### config.mk
export PLATFORM = sky130hd
export DESIGN_NAME = branch_ras_unit
export DESIGN_NICKNAME = d
export VERILOG_FILES = /design/src/rtl/branch_ras_unit.sv
export SDC_FILE = /design/constraint.sdc
export NUM_CORES = 1
export LEC_CHECK = 0
export ABC_AREA = 1
export CAP_MARGIN = 20
export CORE_ASPECT_RATIO = 0.75
export CORE_MARGIN = 3
export CORE_UTILIZATION = 44
export CTS_CLUSTER_SIZE = 24
export DETAILED_ROUTE_END_ITERATION = 10
export GPL_TIMING_DRIVEN = 0
export PLACE_DENSITY = 0.85
export SLEW_MARGIN = 20
export SYNTH_ARGS = -nofsm -noshare
export SYNTH_HDL_FRONTEND = slang
export SYNTH_SLANG_ARGS = --single-unit
### constraint.sdc
create_clock -name clk -period 2.3 [get_ports clk]
set_input_delay 0.46 -clock clk [delete_from_list [all_inputs] [get_ports clk]]
set_output_delay 0.46 -clock clk [all_outputs]
set_load 0.01 [all_outputs]
### src/rtl/branch_ras_unit.sv
// KGP-RISC program counter and branch resolution with optional return-address stack.
// Define BRANCH_RAS_EN to build the RAS; otherwise bl acts as b and ret as br.
module branch_ras_unit #(
    parameter int unsigned       ADDR_W    = 32,
    parameter int unsigned       RAS_DEPTH = 8,
    parameter logic [ADDR_W-1:0] RESET_PC  = '0,
    parameter logic [ADDR_W-1:0] PC_STEP   = ADDR_W'(1)
) (
    input  logic                         clk,
    input  logic                         rst,
    input  logic                         en,
    input  logic [1:0]                   branch_signal,
    input  logic [4:0]                   func_code,
    input  logic [2:0]                   alu_flag,
    input  logic [ADDR_W-1:0]            destination_addr,
    input  logic [ADDR_W-1:0]            reg_1,
    output logic [ADDR_W-1:0]            pc_op,
    output logic [ADDR_W-1:0]            pc_next,
    output logic                         taken,
    output logic [$clog2(RAS_DEPTH):0]   ras_count,
    output logic                         ras_overflow,
    output logic                         ras_underflow
);

    typedef enum logic [4:0] {
        FC_B    = 5'b10000,
        FC_BR   = 5'b10001,
        FC_BZ   = 5'b10010,
        FC_BNZ  = 5'b10011,
        FC_BCY  = 5'b10100,
        FC_BNCY = 5'b10101,
        FC_BLTZ = 5'b11000,
        FC_BGEZ = 5'b11001,
        FC_BL   = 5'b11010,
        FC_RET  = 5'b11011
    } func_e;

    logic [ADDR_W-1:0] pc_q;
    logic [ADDR_W-1:0] seq;
    logic [ADDR_W-1:0] target;
    logic              jump;
    logic              taken_q;
    logic              zero_f, sign_f, carry_f;

    assign seq     = pc_q + PC_STEP;
    assign zero_f  = alu_flag[0];
    assign sign_f  = alu_flag[1];
    assign carry_f = alu_flag[2];

`ifdef BRANCH_RAS_EN
    localparam int unsigned PTR_W = $clog2(RAS_DEPTH);
    localparam int unsigned CNT_W = PTR_W + 1;

    logic [ADDR_W-1:0] ras_q [RAS_DEPTH];
    logic [PTR_W-1:0]  top_q, top_d, top_m1;
    logic [CNT_W-1:0]  cnt_q, cnt_d;
    logic              ovf_q, ovf_d, unf_q, unf_d;
    logic              push, pop, full, empty;

    // top_q is the next free slot; when full it also points at the oldest entry.
    assign top_m1 = top_q - PTR_W'(1);
    assign full   = (cnt_q == CNT_W'(RAS_DEPTH));
    assign empty  = (cnt_q == '0);
`endif

    // NOTE: every output of a combinational block gets a default before the case, so no path can infer a latch.
    always_comb begin
        jump   = 1'b0;
        target = destination_addr;
`ifdef BRANCH_RAS_EN
        push   = 1'b0;
        pop    = 1'b0;
`endif
        if (branch_signal == 2'b11) begin
            case (func_code)
                FC_B:    jump = 1'b1;
                FC_BR:   begin jump = 1'b1; target = reg_1; end
                FC_BZ:   jump = zero_f;
                FC_BNZ:  jump = !zero_f;
                FC_BCY:  jump = carry_f;
                FC_BNCY: jump = !carry_f;
                FC_BLTZ: jump = sign_f;
                FC_BGEZ: jump = !sign_f;
                FC_BL: begin
                    jump = 1'b1;
`ifdef BRANCH_RAS_EN
                    push = 1'b1;
`endif
                end
                FC_RET: begin
`ifdef BRANCH_RAS_EN
                    pop    = 1'b1;
                    jump   = !empty;
                    target = ras_q[top_m1];
`else
                    jump   = 1'b1;
                    target = reg_1;
`endif
                end
                default: ;
            endcase
        end
        pc_next = jump ? target : seq;
    end

    // NOTE: sequential state uses non-blocking assignments so all registers see pre-edge values.
    always_ff @(posedge clk) begin
        if (rst) begin
            pc_q    <= RESET_PC;
            taken_q <= 1'b0;
        end else if (en) begin
            pc_q    <= pc_next;
            taken_q <= jump;
        end
    end

    assign pc_op = pc_q;
    assign taken = taken_q;

`ifdef BRANCH_RAS_EN
    always_comb begin
        top_d = top_q;
        cnt_d = cnt_q;
        ovf_d = ovf_q;
        unf_d = unf_q;
        if (push) begin
            top_d = top_q + PTR_W'(1);
            if (full) ovf_d = 1'b1;
            else      cnt_d = cnt_q + CNT_W'(1);
        end else if (pop) begin
            if (empty) begin
                unf_d = 1'b1;
            end else begin
                top_d = top_m1;
                cnt_d = cnt_q - CNT_W'(1);
            end
        end
    end

    always_ff @(posedge clk) begin
        if (rst) begin
            top_q <= '0;
            cnt_q <= '0;
            ovf_q <= 1'b0;
            unf_q <= 1'b0;
        end else if (en) begin
            top_q <= top_d;
            cnt_q <= cnt_d;
            ovf_q <= ovf_d;
            unf_q <= unf_d;
        end
    end

    // NOTE: stack storage has no reset; cnt_q alone decides which entries are valid.
    always_ff @(posedge clk) begin
        if (!rst && en && push) ras_q[top_q] <= seq;
    end

    assign ras_count     = cnt_q;
    assign ras_overflow  = ovf_q;
    assign ras_underflow = unf_q;
`else
    assign ras_count     = '0;
    assign ras_overflow  = 1'b0;
    assign ras_underflow = 1'b0;
`endif

endmodule
# Word-level counts from Yosys, hierarchy flattened
# Cells that the tools add are included.
# op_classes
add_sub_neg	1
n_eq_ne	11
n_mux	5
reduce_logical	5
# op_table
op	count
two-way mux 32 bit	3
== test 5 bit, second input constant	10
adder 32 x 1 -> 32 bit, second input constant	1
case mux 1 bit (7 select lines)	1
OR reduction 4 bit	1
zero test 1 bit	3
== test 2 bit, second input constant	1
OR reduction 2 bit	1
two-way mux 1 bit	1
# word_totals
regBits	33
inputBits	77
output_inout_bits	71
wordCells	24

# Depth between registers and ports, before layout
# Gate-level depths: netlist of the first run.
# depth
ltp_word	5
mapped_depth	12
ltp_nobuf	12

# Worst setup path before layout of the first run
# No wires, ideal clock.
# synth_path
kind	reg-to-output
startpoint	reg pc_q[1] (netlist: pc_op[1])
endpoint	out pc_next[14]
arrival_ns	1.476
t_required_ns	1.840
path_slack_ns	0.364
stages_incl_launch_ff	9
n_path_buf	0
cell_sequence	dfxtp_1 > ha_1 > nand2_1 > nor2_2 > nand2_1 > nor2_4 > xor2_1 > nand2_1 > nand2_1
# synth_via
elab_chain_cells	2
# synth_lines
item	line_no	rtl
start: declaration	38	logic [ADDR_W-1:0] pc_q;
start signal: assignment	112	pc_q <= pc_next;
adder 32 x 1 -> 32 bit	45	assign seq = pc_q + PC_STEP;
two-way mux 32 bit	103	pc_next = jump ? target : seq;
end: declaration	18	output logic [ADDR_W-1:0] pc_next,
# Every way passes these cells.

# Final worst setup path of the first run
# layout_path
startpoint	in func_code[1]
endpoint	out pc_next[27]
# layout_via
elab_chain_cells	5
elab_cells_between_ends	17
cone_classes	eq/ne: 10; mux: 5; reduce/logical: 2
# layout_lines
item	line_no	rtl
start: declaration	13	input logic [4:0] func_code,
== test 5 bit	75	case (func_code)
OR reduction 4 bit (no line) / OR reduction 2 bit (equally long branches)	-	
case mux 1 bit (7 select lines) / two-way mux 32 bit (equally long branches)	75	
two-way mux 1 bit / two-way mux 32 bit (equally long branches)	74	if (branch_signal == 2'b11) begin
two-way mux 32 bit *	103	
# Every way passes the cells marked *; elsewhere a longest branch is shown, timed or not.

==> results of run 1 <==
## per-layer routing
metal  vias to the layer above  global-route usage  wire length [um]  share of wire
li1                       2393                   -                 -              -
met1                      2472              0.4608              6770           0.36
met2                       554              0.6290              8338           0.44
met3                       135             0.08236              2522           0.13
met4                         0              0.1980              1144          0.061
met5                         -                   0                 0              0
## final cells by class
cell class | count | area share
plain buffers | 37 | 0.05545
clock buffers | 7 | 0.01433
inverters | 68 | 0.04237
multi-input cells | 523 | 0.4656
flip-flops and latches | 33 | 0.1178
well taps | 101 | 0.02098
repair buffers | 178 | 0.2835
## cell usage in the layout, fill, tap and decap left out, drive strengths merged
cell type / synthesis / layout
nand2: 282 / 282
nand3: 113 / 113
buf: 29 / 101
clkdlybuf4s50: 0 / 97
nor2: 80 / 80
inv: 68 / 68
dfxtp: 33 / 33
a21oi: 22 / 22
clkbuf: 8 / 19
xor2: 11 / 11
conb: 1 / 6
dlygate4sd2: 0 / 3
o21ai: 3 / 3
xnor2: 2 / 2
and3: 1 / 1
nand4: 1 / 1
a211oi: 1 / 1
ha: 1 / 1
bufbuf: 0 / 1
clkdlybuf4s15: 0 / 1
## registers in the layout (all words and copies together), names as in the netlist
name   count
pc_op     32
taken      1
## how the worst max path moves through the flow
stage	start	slack [ps]	cells past startpoint	end
after CTS	pc_op[0]$_SDFFE_PP0P_	-20	10	pc_next[14]
after detailed placement	func_code[0]	-750	11	pc_next[16]
after global routing	func_code[3]	-180	12	pc_next[27]
final	func_code[1]	-70	12	pc_next[27]
after global placement	func_code[4]	-720	9	pc_next[22]
after floorplan	pc_op[1]$_SDFFE_PP0P_	360	8	pc_next[14]
## worst max-delay path, stage by stage
cell,delay (ps)
clkbuf_4,150
nor2_1,130
nand2_1,100
nor2_2,140
nor2_2,70
nand2_4,80
buf_12,120
buf_12,100
buf_8,160
nand3_1,140
nand2_1,120
buf_2,140
## power by group
group | internal [mW] | switching (mW) | leakage, nW | total (mW)
Sequential | 0.614 | 0.0632 | 0.283 | 0.677
Combinational | 0.462 | 0.510 | 2.62 | 0.972
Clock | 0.238 | 0.245 | 0.0443 | 0.483
## logic make-up (layout without fill, tap and decap cells)
family                     after synthesis  in the layout
adders and majority gates                1              1
DFF                                     33             33
buffers and inverters                  105            290
other                                    1              6
xor gates and xnor gates                13             13
AOI/OAI and AO/OA                       26             26
and+or+nand+nor                        477            477
## stage by stage
stage | hold slack [ps] | std cells | power, mW | setup slack [ps]
after global routing | 547.4 | 947 | 2.206 | -175.5
after detailed placement | 508.5 | 901 | 1.424 | -754.0
after floorplan | 522.6 | 661 | 1.024 | 364.2
final | 526.8 | 947 | 2.132 | -71.39
after CTS | 517.9 | 937 | 2.004 | -16.67
after global placement | 498.6 | 901 | 1.408 | -720.9
## what timing repair did
action                                 CTS  global route
endpoints found under the hold margin    0             0
resized for setup                      294            79
setup endpoints to repair               32            32
setup buffers                           19            11
pin swaps                               39            35
cloned                                  10             0
hold buffers                             0             0
==> results.json, run 1 <==
{
  "status": "finished with violations",
  "failed_checks": "negative setup slack",
  "finalWorstSetupSlack_ps": -71.39,
  "yosysWarnings": 0,
  "clock_skew_ps": 7.201,
  "finalWeightedCongestion": 0.9346,
  "reg2regPathDepth": 12,
  "synthArstFlopShare": 0,
  "clk_pin_slew_ps": 70,
  "grt.total_usage": 0.3772,
  "start_util": 0.4590,
  "required_ps": 1840,
  "dr.pass1.iters": 7,
  "yosys_register_bits": 33,
  "hold_violations": 0,
  "tns_ps": -488.2,
  "p_per_area_nw_per_um2": 353.9,
  "synth_xor_area_frac": 0.03322,
  "seq_area_frac_synth": 0.1928,
  "drt-initial-drc-count": 717,
  "antenna_found_initial": 0,
  "rows": 27,
  "multi_input_area_um2": 2805,
  "cts-root-buf": "clkbuf_8",
  "io_buffers": 139,
  "rsz0062_at_grt": "true",
  "netlist_top_cells_area": "nand2_1, dfxtp_1, nand3_1",
  "syn_area_um2": 3427,
  "die-area_um2": 8895,
  "p_leak_nw": 2.949,
  "drc_errors": 0,
  "r2r-end": "pc_op[13]$_SDFFE_PP0P_",
  "place_hpwl_um": 10970,
  "cp-start-kind": "input pin",
  "synth_cell_type_count": 23,
  "ir_drop_v": 0.0002444,
  "synth_cells": 656,
  "synth_fa_ha_area_frac": 0.003651,
  "critPathArrivalTime_ps": 1910,
  "antenna_left": 0,
  "tritoncts": "built",
  "setup_viol": 18,
  "grt_pass1_wl_um": 25830,
  "cts_inserted_buffers": 5,
  "yosys.area.top_type": "nand2_1",
  "clock_latency_ps": 300,
  "die_h_um": 82.43,
  "die_width_um": 107.9,
  "synth.area.mux_share": 0,
  "hp-class": "reg -> reg",
  "yosysMostFrequentCell": "nand2_1",
  "clockBufferDepth": 2,
  "critical_path_class": "in -> out",
  "final_max_slew_viol_count": 0,
  "finalNetCount": 924,
  "ioPinCount": 148,
  "via_count": 5554,
  "num_antenna_cells": 0,
  "synth_common_cells": "nand2_1, nand3_1, nor2_1",
  "slew_headroom": 0.4354,
  "crit_path_max_fanout": 10,
  "cts.htree.levels": 2,
  "grt_max_degree": 11,
  "endpoint_kind": "output pin",
  "yosys.area.top_type_share": 0.3023,
  "design.core.area_um2": 7466,
  "r2r_start": "pc_op[2]$_SDFFE_PP0P_",
  "ys.flop_type": "dfxtp_1",
  "synth_compound_area_frac": 0.04016,
  "post_drt_wl_per_cell_um": 19.83,
  "overflow": 0,
  "drv_cap": 0,
  "holdPathStages": 2,
  "num-fill-cells": 476,
  "period_share": 1.031,
  "clock.fmax_ghz": 0.4217,
  "areaGrowthSynthToFinish_pct": 75.79,
  "synth.avg_cell_area_um2": 5.224,
  "routed_wl_um": 18780,
  "holdPathEnd": "taken$_SDFFE_PP0P_",
  "min_period_ps": 2371,
  "seqCellArea_um2": 709.4,
  "synth_edf_count": 0,
  "synth_simple_gate_area_share": 0.5834,
  "final_util": 0.8069,
  "worstHoldStart": "taken$_SDFFE_PP0P_",
  "clkSinkCount": 33,
  "r2r_slack_ps": 520,
  "fin_area_um2": 6025,
  "via_per_inst": 5.865,
  "grt_pass1_vias": 5195,
  "placed_area_um2": 4964,
  "drive_gt1_frac": 0.2979,
  "synth_top_family_by_area": "simple AND/OR/NAND/NOR gates",
  "tightest_slew_ps": 846.9
}
(Power assumes the default switching activity.)
==> run 2, diff against run 1 <==
- CAP_MARGIN: 20 -> unset
- RECOVER_POWER: unset -> 100
==> run 2 against run 1 <==
Compared with the run above: the flow still finishes with violations (negative setup slack); non-clock buffer count unchanged; utilization down 0.10 points; critical endpoint unchanged; highest routed layer unchanged; final cell count unchanged; global-route usage unchanged; sequential cell count unchanged; critical path type unchanged; first-iteration DRC count up 0.14%.
==> results.json, run 2 (synthesis gave the netlist of run 1 again) <==
{
  "status": "finished with violations",
  "failed_checks": "negative setup slack",
  "clkSinkCount": 33,
  "die_width_um": 107.9,
  "routed_wl_um": 18700,
  "r2r_start": "pc_op[0]$_SDFFE_PP0P_",
  "final_common_cell": "nand2_1",
  "grt_pass1_vias": 5195,
  "tightest_slew_ps": 867.7,
  "p_leak_nw": 2.949,
  "reg2regPathDepth": 12,
  "drc_errors": 0,
  "io_buffers": 139,
  "cp-start-kind": "input pin",
  "ioPinCount": 148,
  "num_antenna_cells": 0,
  "grt_max_degree": 11,
  "dr.pass1.iters": 8,
  "tns_ps": -865.8,
  "fin_hold_ws_ps": 519.2,
  "post_drt_wl_per_cell_um": 19.74,
  "endpoint_kind": "output pin",
  "p_per_area_nw_per_um2": 353.9,
  "critical_path_class": "in -> out",
  "via_per_inst": 5.882,
  "min_period_ps": 2402,
  "final_max_slew_viol_count": 0,
  "setup_viol": 23,
  "place_hpwl_um": 10970,
  "ir_drop_v": 0.0002437,
  "cts_inserted_buffers": 5,
  "crit_path_max_fanout": 10,
  "drv_cap": 0,
  "clockBufferDepth": 2,
  "clock.fmax_ghz": 0.4163,
  "period_share": 1.044,
  "grt_pass1_wl_um": 25830,
  "die_h_um": 82.43,
  "clock_skew_ps": 6.177,
  "design.core.area_um2": 7466,
  "drt-initial-drc-count": 718,
  "tritoncts": "built",
  "r2r-end": "pc_op[10]$_SDFFE_PP0P_",
  "cts-root-buf": "clkbuf_8",
  "r2r_slack_ps": 530,
  "largest_reg_flops": 32,
  "via_count": 5570,
  "drive_gt1_frac": 0.2955,
  "critPathLaunch": "func_code[1]",
  "areaGrowthSynthToFinish_pct": 75.57,
  "hp-class": "reg -> reg",
  "die-area_um2": 8895,
  "finalWeightedCongestion": 0.9346,
  "rows": 27,
  "rsz0062_at_grt": "true",
  "grt.total_usage": 0.3772,
  "clock_latency_ps": 300,
  "final_cell_mix": "nand2_1, clkdlybuf4s50_1, nand3_1",
  "antenna_left": 0,
  "finalWorstSetupSlack_ps": -102.2,
  "antenna_found_initial": 0,
  "required_ps": 1840,
  "overflow": 0,
  "slew_headroom": 0.4216,
  "start_util": 0.4590,
  "clk_pin_slew_ps": 70,
  "cts.htree.levels": 2,
  "final_util": 0.8059,
  "critPathCapture": "pc_next[27]",
  "critPathArrivalTime_ps": 1940,
  "hold_violations": 0,
  "finalNetCount": 924
}
[run 2: how the worst min path moves through the flow]
stage	startpoint	endpoint	depth (start not counted)
2_1_floorplan	taken$_SDFFE_PP0P_	taken$_SDFFE_PP0P_	2
3_3_place_gp	taken$_SDFFE_PP0P_	taken$_SDFFE_PP0P_	2
3_5_place_dp	taken$_SDFFE_PP0P_	taken$_SDFFE_PP0P_	2
4_1_cts	taken$_SDFFE_PP0P_	taken$_SDFFE_PP0P_	2
5_1_grt	taken$_SDFFE_PP0P_	taken$_SDFFE_PP0P_	2
6_report	taken$_SDFFE_PP0P_	taken$_SDFFE_PP0P_	2
[run 2: layout make-up]
cell class                 instances  area [um2]
fill                             478        1449
timing repair buffer             178        1708
buffer                            37       334.1
sequential                        33       709.4
inverter                          68       255.2
clock buffer                       7       86.33
tap                              101       126.4
multi-input combinational        523        2798
[run 2: power by group]
part	switching, mW	total, mW	internal (mW)	leakage [nW]
sequential	0.0637	0.678	0.614	0.283
clock	0.244	0.483	0.238	0.0443
combinational	0.508	0.969	0.461	2.62
total	0.816	2.13	1.31	2.95
[run 2: metal layers]
layer  share of wire  up-vias  track usage  routed length [um]
met5               0        -            0                   0
met4           0.060        0       0.1980                1114
met3            0.14      132      0.08236                2527
met2            0.44      546       0.6290                8243
met1            0.36     2501       0.4608                6812
li1                -     2391            -                   -
[run 2: repair_timing]
item / 4_1_cts / 5_1_grt
endpoints found under the setup margin: 32 / 32
gates cloned: 10 / 0
resized for setup: 294 / 79
pin swaps: 39 / 35
hold buffers: 0 / 0
buffers inserted: 19 / 11
[run 2: critical path, cell delays in order]
cell and delay [ps]:
clkbuf_4 150, nor2_1 150, nand2_1 110, nor2_2 140, nor2_2 70, nand2_4 80, buf_12 120, buf_12 100
buf_8 160, nand3_1 130, nand2_1 120, buf_2 140
[run 2: metrics by stage]
| stage | power (mW) | std cells | worst slack (ps) | area [um2] |
|---|---|---|---|---|
| after floorplan | 1.024 | 661 | 364.2 | 3446 |
| after global placement | 1.408 | 901 | -720.9 | 4964 |
| after detailed placement | 1.424 | 901 | -754.0 | 4964 |
| after CTS | 2.004 | 937 | -16.67 | 5741 |
| after global routing | 2.205 | 947 | -175.5 | 6017 |
| final | 2.129 | 947 | -102.2 | 6017 |
